**src/rtl/mem_rr_arbiter_if.sv**
```systemverilog
// Bundle of the per-core look-ahead request lanes, their completions, and the
// single downstream memory/IO transaction port shared by the cores.
interface mem_rr_arbiter_if #(
  parameter int N_CORES = 4,
  parameter int ID_BITS = (N_CORES > 1) ? $clog2(N_CORES) : 1
);
  logic [N_CORES-1:0]    cpu_la_read;
  logic [N_CORES-1:0]    cpu_la_write;
  logic [32*N_CORES-1:0] cpu_la_addr;
  logic [32*N_CORES-1:0] cpu_la_wdata;
  logic [4*N_CORES-1:0]  cpu_la_wstrb;
  logic [N_CORES-1:0]    cpu_ready;
  logic [32*N_CORES-1:0] cpu_rdata;
  logic                  mem_valid;
  logic                  mem_we;
  logic [31:0]           mem_addr;
  logic [31:0]           mem_wdata;
  logic [3:0]            mem_wstrb;
  logic [ID_BITS-1:0]    mem_id;
  logic                  mem_ready;
  logic [31:0]           mem_rdata;
  logic                  proto_err;

  // The arbiter itself sits on the slave side of this bundle.
  modport slave (
    input  cpu_la_read, cpu_la_write, cpu_la_addr, cpu_la_wdata, cpu_la_wstrb,
    input  mem_ready, mem_rdata,
    output cpu_ready, cpu_rdata, mem_valid, mem_we, mem_addr, mem_wdata,
    output mem_wstrb, mem_id, proto_err
  );

  modport master (
    output cpu_la_read, cpu_la_write, cpu_la_addr, cpu_la_wdata, cpu_la_wstrb,
    output mem_ready, mem_rdata,
    input  cpu_ready, cpu_rdata, mem_valid, mem_we, mem_addr, mem_wdata,
    input  mem_wstrb, mem_id, proto_err
  );
endinterface

```
**src/rtl/mem_rr_arbiter.sv**
```systemverilog
// Round-robin arbiter sharing one memory/IO target among N picorv32 cores;
// each core's look-ahead request is latched into a slot and served in turn.
module mem_rr_arbiter #(
  parameter int N_CORES = 4,
  parameter int ID_BITS = (N_CORES > 1) ? $clog2(N_CORES) : 1
) (
  input  logic             clk,
  input  logic             reset,
  mem_rr_arbiter_if.slave  bus
);

  typedef enum logic {IDLE, BUSY} state_t;

  state_t             state, state_next;
  logic [N_CORES-1:0] pending, req, accept, done_mask;
  logic               slot_we    [N_CORES];
  logic [31:0]        slot_addr  [N_CORES];
  logic [31:0]        slot_wdata [N_CORES];
  logic [3:0]         slot_wstrb [N_CORES];
  logic [ID_BITS-1:0] rr_ptr, sel, mem_id;
  logic               sel_found, grant, complete;

  logic                  mem_valid, mem_we, proto_err;
  logic [31:0]           mem_addr, mem_wdata;
  logic [3:0]            mem_wstrb;
  logic [N_CORES-1:0]    cpu_ready;
  logic [32*N_CORES-1:0] cpu_rdata;

  function automatic logic [ID_BITS-1:0] wrap_add(logic [ID_BITS-1:0] base, int offset);
    int sum;
    sum = int'(base) + offset;
    if (sum >= N_CORES) sum = sum - N_CORES;
    return sum[ID_BITS-1:0];
  endfunction

  // A pending slot (or the granted one, which is still pending) cannot be overwritten.
  assign req    = bus.cpu_la_read | bus.cpu_la_write;
  assign accept = req & ~pending;

  // Scan from the far end back toward rr_ptr so the nearest pending core wins.
  always_comb begin
    sel       = '0;
    sel_found = 1'b0;
    for (int i = N_CORES - 1; i >= 0; i--) begin
      if (pending[wrap_add(rr_ptr, i)]) begin
        sel       = wrap_add(rr_ptr, i);
        sel_found = 1'b1;
      end
    end
  end

  always_comb begin
    state_next = state;
    grant      = 1'b0;
    complete   = 1'b0;
    case (state)
      IDLE: if (sel_found) begin
        grant      = 1'b1;
        state_next = BUSY;
      end
      BUSY: if (mem_valid && bus.mem_ready) begin
        complete   = 1'b1;
        state_next = IDLE;
      end
      default: state_next = IDLE;
    endcase
  end

  assign done_mask = complete ? (N_CORES'(1) << mem_id) : '0;

  always_ff @(posedge clk) begin
    if (reset) state <= IDLE;
    else       state <= state_next;
  end

  always_ff @(posedge clk) begin
    for (int i = 0; i < N_CORES; i++) begin
      if (reset) begin
        slot_we[i]    <= 1'b0;
        slot_addr[i]  <= '0;
        slot_wdata[i] <= '0;
        slot_wstrb[i] <= '0;
      end else if (accept[i]) begin
        slot_we[i]    <= bus.cpu_la_write[i];
        slot_addr[i]  <= bus.cpu_la_addr[32*i +: 32];
        slot_wdata[i] <= bus.cpu_la_wdata[32*i +: 32];
        slot_wstrb[i] <= bus.cpu_la_write[i] ? bus.cpu_la_wstrb[4*i +: 4] : 4'h0;
      end
    end
  end

  always_ff @(posedge clk) begin
    if (reset) begin
      pending   <= '0;
      rr_ptr    <= '0;
      mem_valid <= 1'b0;
      mem_we    <= 1'b0;
      mem_addr  <= '0;
      mem_wdata <= '0;
      mem_wstrb <= '0;
      mem_id    <= '0;
      cpu_ready <= '0;
      cpu_rdata <= '0;
      proto_err <= 1'b0;
    end else begin
      pending   <= (pending & ~done_mask) | accept;
      cpu_ready <= done_mask;
      proto_err <= proto_err | (|(req & pending)) | (|(bus.cpu_la_read & bus.cpu_la_write));
      if (grant) begin
        mem_valid <= 1'b1;
        mem_id    <= sel;
        mem_we    <= slot_we[sel];
        mem_addr  <= slot_addr[sel];
        mem_wdata <= slot_wdata[sel];
        mem_wstrb <= slot_wstrb[sel];
      end
      if (complete) begin
        mem_valid <= 1'b0;
        rr_ptr    <= (mem_id == ID_BITS'(N_CORES - 1)) ? '0 : mem_id + 1'b1;
        if (!mem_we) cpu_rdata[32*mem_id +: 32] <= bus.mem_rdata;
      end
    end
  end

  assign bus.mem_valid = mem_valid;
  assign bus.mem_we    = mem_we;
  assign bus.mem_addr  = mem_addr;
  assign bus.mem_wdata = mem_wdata;
  assign bus.mem_wstrb = mem_wstrb;
  assign bus.mem_id    = mem_id;
  assign bus.cpu_ready = cpu_ready;
  assign bus.cpu_rdata = cpu_rdata;
  assign bus.proto_err = proto_err;

endmodule

```
**src/flat_wrapper.sv**
```systemverilog
// flat-port wrapper written by rule: the top's interface ports become plain ports
module mem_rr_arbiter_flat 
#(
  parameter int N_CORES = 4,
  parameter int ID_BITS = (N_CORES > 1) ? $clog2(N_CORES) : 1
)
  (clk, reset, bus_cpu_la_read, bus_cpu_la_write, bus_cpu_la_addr, bus_cpu_la_wdata, bus_cpu_la_wstrb, bus_mem_ready, bus_mem_rdata, bus_cpu_ready, bus_cpu_rdata, bus_mem_valid, bus_mem_we, bus_mem_addr, bus_mem_wdata, bus_mem_wstrb, bus_mem_id, bus_proto_err);
  mem_rr_arbiter_if #(.N_CORES(N_CORES), .ID_BITS(ID_BITS)) bus_i ();
  input  logic clk;
  input  logic reset;
  input wire logic [$bits(bus_i.cpu_la_read)-1:0] bus_cpu_la_read;
  input wire logic [$bits(bus_i.cpu_la_write)-1:0] bus_cpu_la_write;
  input wire logic [$bits(bus_i.cpu_la_addr)-1:0] bus_cpu_la_addr;
  input wire logic [$bits(bus_i.cpu_la_wdata)-1:0] bus_cpu_la_wdata;
  input wire logic [$bits(bus_i.cpu_la_wstrb)-1:0] bus_cpu_la_wstrb;
  input wire logic [$bits(bus_i.mem_ready)-1:0] bus_mem_ready;
  input wire logic [$bits(bus_i.mem_rdata)-1:0] bus_mem_rdata;
  output wire logic [$bits(bus_i.cpu_ready)-1:0] bus_cpu_ready;
  output wire logic [$bits(bus_i.cpu_rdata)-1:0] bus_cpu_rdata;
  output wire logic [$bits(bus_i.mem_valid)-1:0] bus_mem_valid;
  output wire logic [$bits(bus_i.mem_we)-1:0] bus_mem_we;
  output wire logic [$bits(bus_i.mem_addr)-1:0] bus_mem_addr;
  output wire logic [$bits(bus_i.mem_wdata)-1:0] bus_mem_wdata;
  output wire logic [$bits(bus_i.mem_wstrb)-1:0] bus_mem_wstrb;
  output wire logic [$bits(bus_i.mem_id)-1:0] bus_mem_id;
  output wire logic [$bits(bus_i.proto_err)-1:0] bus_proto_err;
  assign bus_i.cpu_la_read = bus_cpu_la_read;
  assign bus_i.cpu_la_write = bus_cpu_la_write;
  assign bus_i.cpu_la_addr = bus_cpu_la_addr;
  assign bus_i.cpu_la_wdata = bus_cpu_la_wdata;
  assign bus_i.cpu_la_wstrb = bus_cpu_la_wstrb;
  assign bus_i.mem_ready = bus_mem_ready;
  assign bus_i.mem_rdata = bus_mem_rdata;
  assign bus_cpu_ready = bus_i.cpu_ready;
  assign bus_cpu_rdata = bus_i.cpu_rdata;
  assign bus_mem_valid = bus_i.mem_valid;
  assign bus_mem_we = bus_i.mem_we;
  assign bus_mem_addr = bus_i.mem_addr;
  assign bus_mem_wdata = bus_i.mem_wdata;
  assign bus_mem_wstrb = bus_i.mem_wstrb;
  assign bus_mem_id = bus_i.mem_id;
  assign bus_proto_err = bus_i.proto_err;
  mem_rr_arbiter #(.N_CORES(N_CORES), .ID_BITS(ID_BITS)) u_core (.clk(clk), .reset(reset), .bus(bus_i));
endmodule
```
**config.mk**
```make
export PLATFORM = sky130hd
export DESIGN_NAME = mem_rr_arbiter_flat
export DESIGN_NICKNAME = d
export VERILOG_FILES = /design/src/rtl/mem_rr_arbiter_if.sv /design/src/rtl/mem_rr_arbiter.sv /design/src/flat_wrapper.sv
export SDC_FILE = /design/constraint.sdc
export NUM_CORES = 1
export LEC_CHECK = 0
export CAP_MARGIN = 20
export CORE_AREA = 2 2 202 204
export CTS_CLUSTER_DIAMETER = 100
export DETAILED_ROUTE_END_ITERATION = 8
export DIE_AREA = 0 0 204 206
export PLACE_DENSITY_LB_ADDON = 0.08
export SLEW_MARGIN = 5
export SYNTH_ARGS = -nofsm -noshare
export SYNTH_HDL_FRONTEND = slang
export SYNTH_SLANG_ARGS = --single-unit
```
**constraint.sdc**
```tcl
create_clock -name clk -period 15 [get_ports clk]
set_clock_uncertainty 0.15 [all_clocks]
set_input_delay 3 -clock clk [delete_from_list [all_inputs] [get_ports clk]]
set_output_delay 3 -clock clk [all_outputs]
set_load 0.05 [all_outputs]
```
==> flow_summary_export.csv <==
group,metric,value,unit
clocking,cts_hold_buf,0,
global_routing,grt_max_degree,96,
critical_path,worstRegToRegCells,6,
timing,fin_crit,5.301,ns
floorplan,die_h,206,um
detailed_routing,via_per_inst,5.456,
layout,drive_above_1_share,5.527,%
layout,regArea,12530,um^2
detailed_routing,num_vias,14700,
critical_path,path_cells,"clkdlybuf4s50_1, nor2_1, o21ai_4, buf_4",
critical_path,cp.depth,4,
placed_design,pre_cts_slack,9.054,ns
yosys,syn_area,19330,um^2
placed_design,place_area,24990,um^2
detailed_routing,wl,59780,um
yosys,ys_seq_area_share,64.84,%
clocking,clk_pin_slew,0.06,ns
timing,grt_setup_unrepaired,"false",
floorplan,io_pins,520,
timing,setup_tns,0,ns
layout,area_growth,38.02,%
yosys,syn_avg_cell_area,11.81,um^2
global_routing,grt_pass1_wl,87730,um
layout,multi_input_area,6367,um^2
clocking,h-tree-depth,2,
layout,fin_area,26680,um^2
yosys,synthTopCellsByArea,"edfxtp_1 43%, dfxtp_1 22%, and2_1 8.8%",
clocking,clock_path_buffers,3,
floorplan,start_util,48.10,%
yosys,synth-main-ff-cell,"edfxtp_1",
clocking,post-cts-setup-buffers,0,
timing,tightest_slew,1.058,ns
critical_path,critPathBufInv,2,
yosys,synth.distinct_cells,30,
power,leakagePower,9.571,nW
floorplan,row_count,74,
floorplan,fp.dieArea,42020,um^2
worst_hold_path,min_path_cells,2,
power,powerDensity,126.9,nW/um^2
yosys,yosys_warnings,0,
layout,final_nets,2434,
detailed_routing,drc_errors,0,
global_routing,grt_use_total,27.81,%
timing,relSlewSlack,29.23,%
timing,worst_slack,9.699,ns
timing,finalCritPeriodShare,35.34,%
clocking,cts_sinks,488,
layout,nFillCells,3085,
placed_design,dpl.hpwl,39840,um
placed_design,port_buffers,519,
global_routing,grt_pass1_vias,14520,
detailed_routing,drtAntennaViolNets,0,
detailed_routing,drtIter0Drc,900,
critical_path,endpoint_kind,"flop",
clocking,clock_latency,0.58,ns
yosys,synthCells,1637,
timing,hold_viol,0,
placed_design,gp_congestion,0.8474,
clocking,cts.repair.resized,0,
detailed_routing,wl_per_cell,22.19,um
clocking,cts_made_buffers,50,
critical_path,worst_path_max_delay_cell,"o21ai_4",
critical_path,cp_slowest_stage_delay,0.83,ns
yosys,synth_top_area_cell,"edfxtp_1",
power,p_total,3.386,mW
critical_path,worst-path-max-fanout,41,
flow_run,maxCapViolCount,0,
critical_path,cp.arrival,5.35,ns
timing,finalSetupViolations,0,
global_routing,antenna_found_initial,11,
timing,max_freq,188.6,MHz
critical_path,critPathLaunchType,"input pin",
timing,timing.final.max_slew_violations,0,
detailed_routing,firstDrtPassIters,5,
power,peakVddDrop,0.1071,mV
worst_hold_path,hold_path_class,"reg2reg",
clocking,ctsRootBufferMaster,"clkbuf_16",
yosys,yosysMostFrequentCell,"edfxtp_1",
critical_path,criticalPathCategory,"in2reg",
floorplan,coreArea,40180,um^2
yosys,synthArstFlopShare,0,%
yosys,synth_commonest_cells,"276 x edfxtp_1, 273 x and2_1, 212 x dfxtp_1",
critical_path,cp.required,15.05,ns
yosys,synth_fp_nets,1960,
yosys,synth_edf_count,276,
global_routing,gr-total-overflow,0,
yosys,synth_top_area_share,42.88,%
floorplan,die_width,204,um
clocking,cts_tree,"built",
critical_path,cp_top_family,"buffers and inverters",
yosys,ys_ff_latch,488,
outcome,status,"completed",
==> worst reg2reg max path: stages (launching register included) <==
cell and delay (ns):
dfxtp_1 0.52, o21ai_0 0.23, a21oi_4 0.22, buf_4 0.68, buf_4 0.84, mux2i_1 0.43, o221ai_1 0.15
==> area by class of cell <==
cell class              instances  share of cell area, %
multi-input cells            1017                  23.87
clock inverters                17                 0.6989
diodes                          9                0.08443
repair buffers                546                  20.23
well taps                     532                  2.495
flip-flops and latches        488                  46.98
clock buffers                  77                  5.535
inverters                       8                 0.1126
==> per-stage QoR <==
stage          cells  util [%]  hold WS [ns]
4_1_cts         2685     66.33        0.3010
3_5_place_dp    2591     62.19        0.2921
2_1_floorplan   1637         -        0.3144
5_1_grt         2689     66.35        0.3127
3_3_place_gp    2591     62.19        0.2873
6_report        2694     66.38        0.3002
==> path summary, 6_finish.rpt <==
kind	start	endpoint	slack (ns)
worst max register to register	u_core.pending[2]$_SDFF_PP0_	u_core.bus.mem_addr[0]$_SDFFE_PP0P_	11.62
worst max-delay path	bus_cpu_la_write[0]	u_core.slot_addr[0][23]$_SDFFCE_PP0P_	9.70
worst min-delay path	u_core.bus.cpu_rdata[99]$_SDFFE_PP0P_	u_core.bus.cpu_rdata[99]$_SDFFE_PP0P_	0.30
worst min register to register	u_core.bus.cpu_rdata[99]$_SDFFE_PP0P_	u_core.bus.cpu_rdata[99]$_SDFFE_PP0P_	0.30
==> cell families after synthesis <==
group,Yosys count,share of synthesized area [%]
AND/OR/NAND/NOR,647,17.27
flip-flops,488,64.84
AO/OA/AOI/OAI,222,7.290
multiplexers,140,7.251
buffers and inverters,132,2.836
adder cells (fa/ha/maj),8,0.5179
==> sequential cells by signal, summed over array words and instances (netlist names), 16 cells and up <==
signal	flops
u_core.bus.cpu_rdata	128
u_core.bus.mem_wdata	32
u_core.slot_addr	128
u_core.slot_wstrb	16
u_core.slot_wdata	128
u_core.bus.mem_addr	32
==> where the power goes <==
group	switching [mW]	internal [mW]	leakage, nW
registers	0.0451	1.54	4.74
clock network	0.512	0.746	0.818
logic	0.323	0.216	4.01
total	0.880	2.51	9.57
==> cell usage in the layout, fill, tap and decap left out, types with 4 or more instances in the layout <==
| cell | netlist | final |
|---|---|---|
| a21oi_1 | 135 | 134 |
| and2_1 | 273 | 273 |
| and3_1 | 12 | 12 |
| buf_4 | 2 | 28 |
| bufinv_16 | 0 | 4 |
| clkbuf_1 | 96 | 18 |
| clkbuf_16 | 0 | 53 |
| clkbuf_8 | 0 | 6 |
| clkdlybuf4s50_1 | 0 | 518 |
| clkinv_1 | 0 | 4 |
| clkinv_2 | 0 | 8 |
| dfxtp_1 | 212 | 212 |
| diode_2 | 0 | 9 |
| edfxtp_1 | 276 | 276 |
| ha_1 | 8 | 8 |
| inv_1 | 8 | 8 |
| mux2i_1 | 140 | 140 |
| nand2_1 | 206 | 206 |
| nand3_1 | 130 | 129 |
| nor2_1 | 11 | 10 |
| nor3_2 | 0 | 5 |
| o21ai_0 | 8 | 4 |
| o21ai_4 | 0 | 4 |
| o221ai_1 | 69 | 69 |
==> per-layer routing <==
layer / share of wire [%] / track usage (%)
met1: 38 / 33.74
met2: 50 / 47.34
met3: 9.3 / 8.783
met4: 2.7 / 8.773
met5: 0.12 / 0
Power figures use the tool's default switching activity.
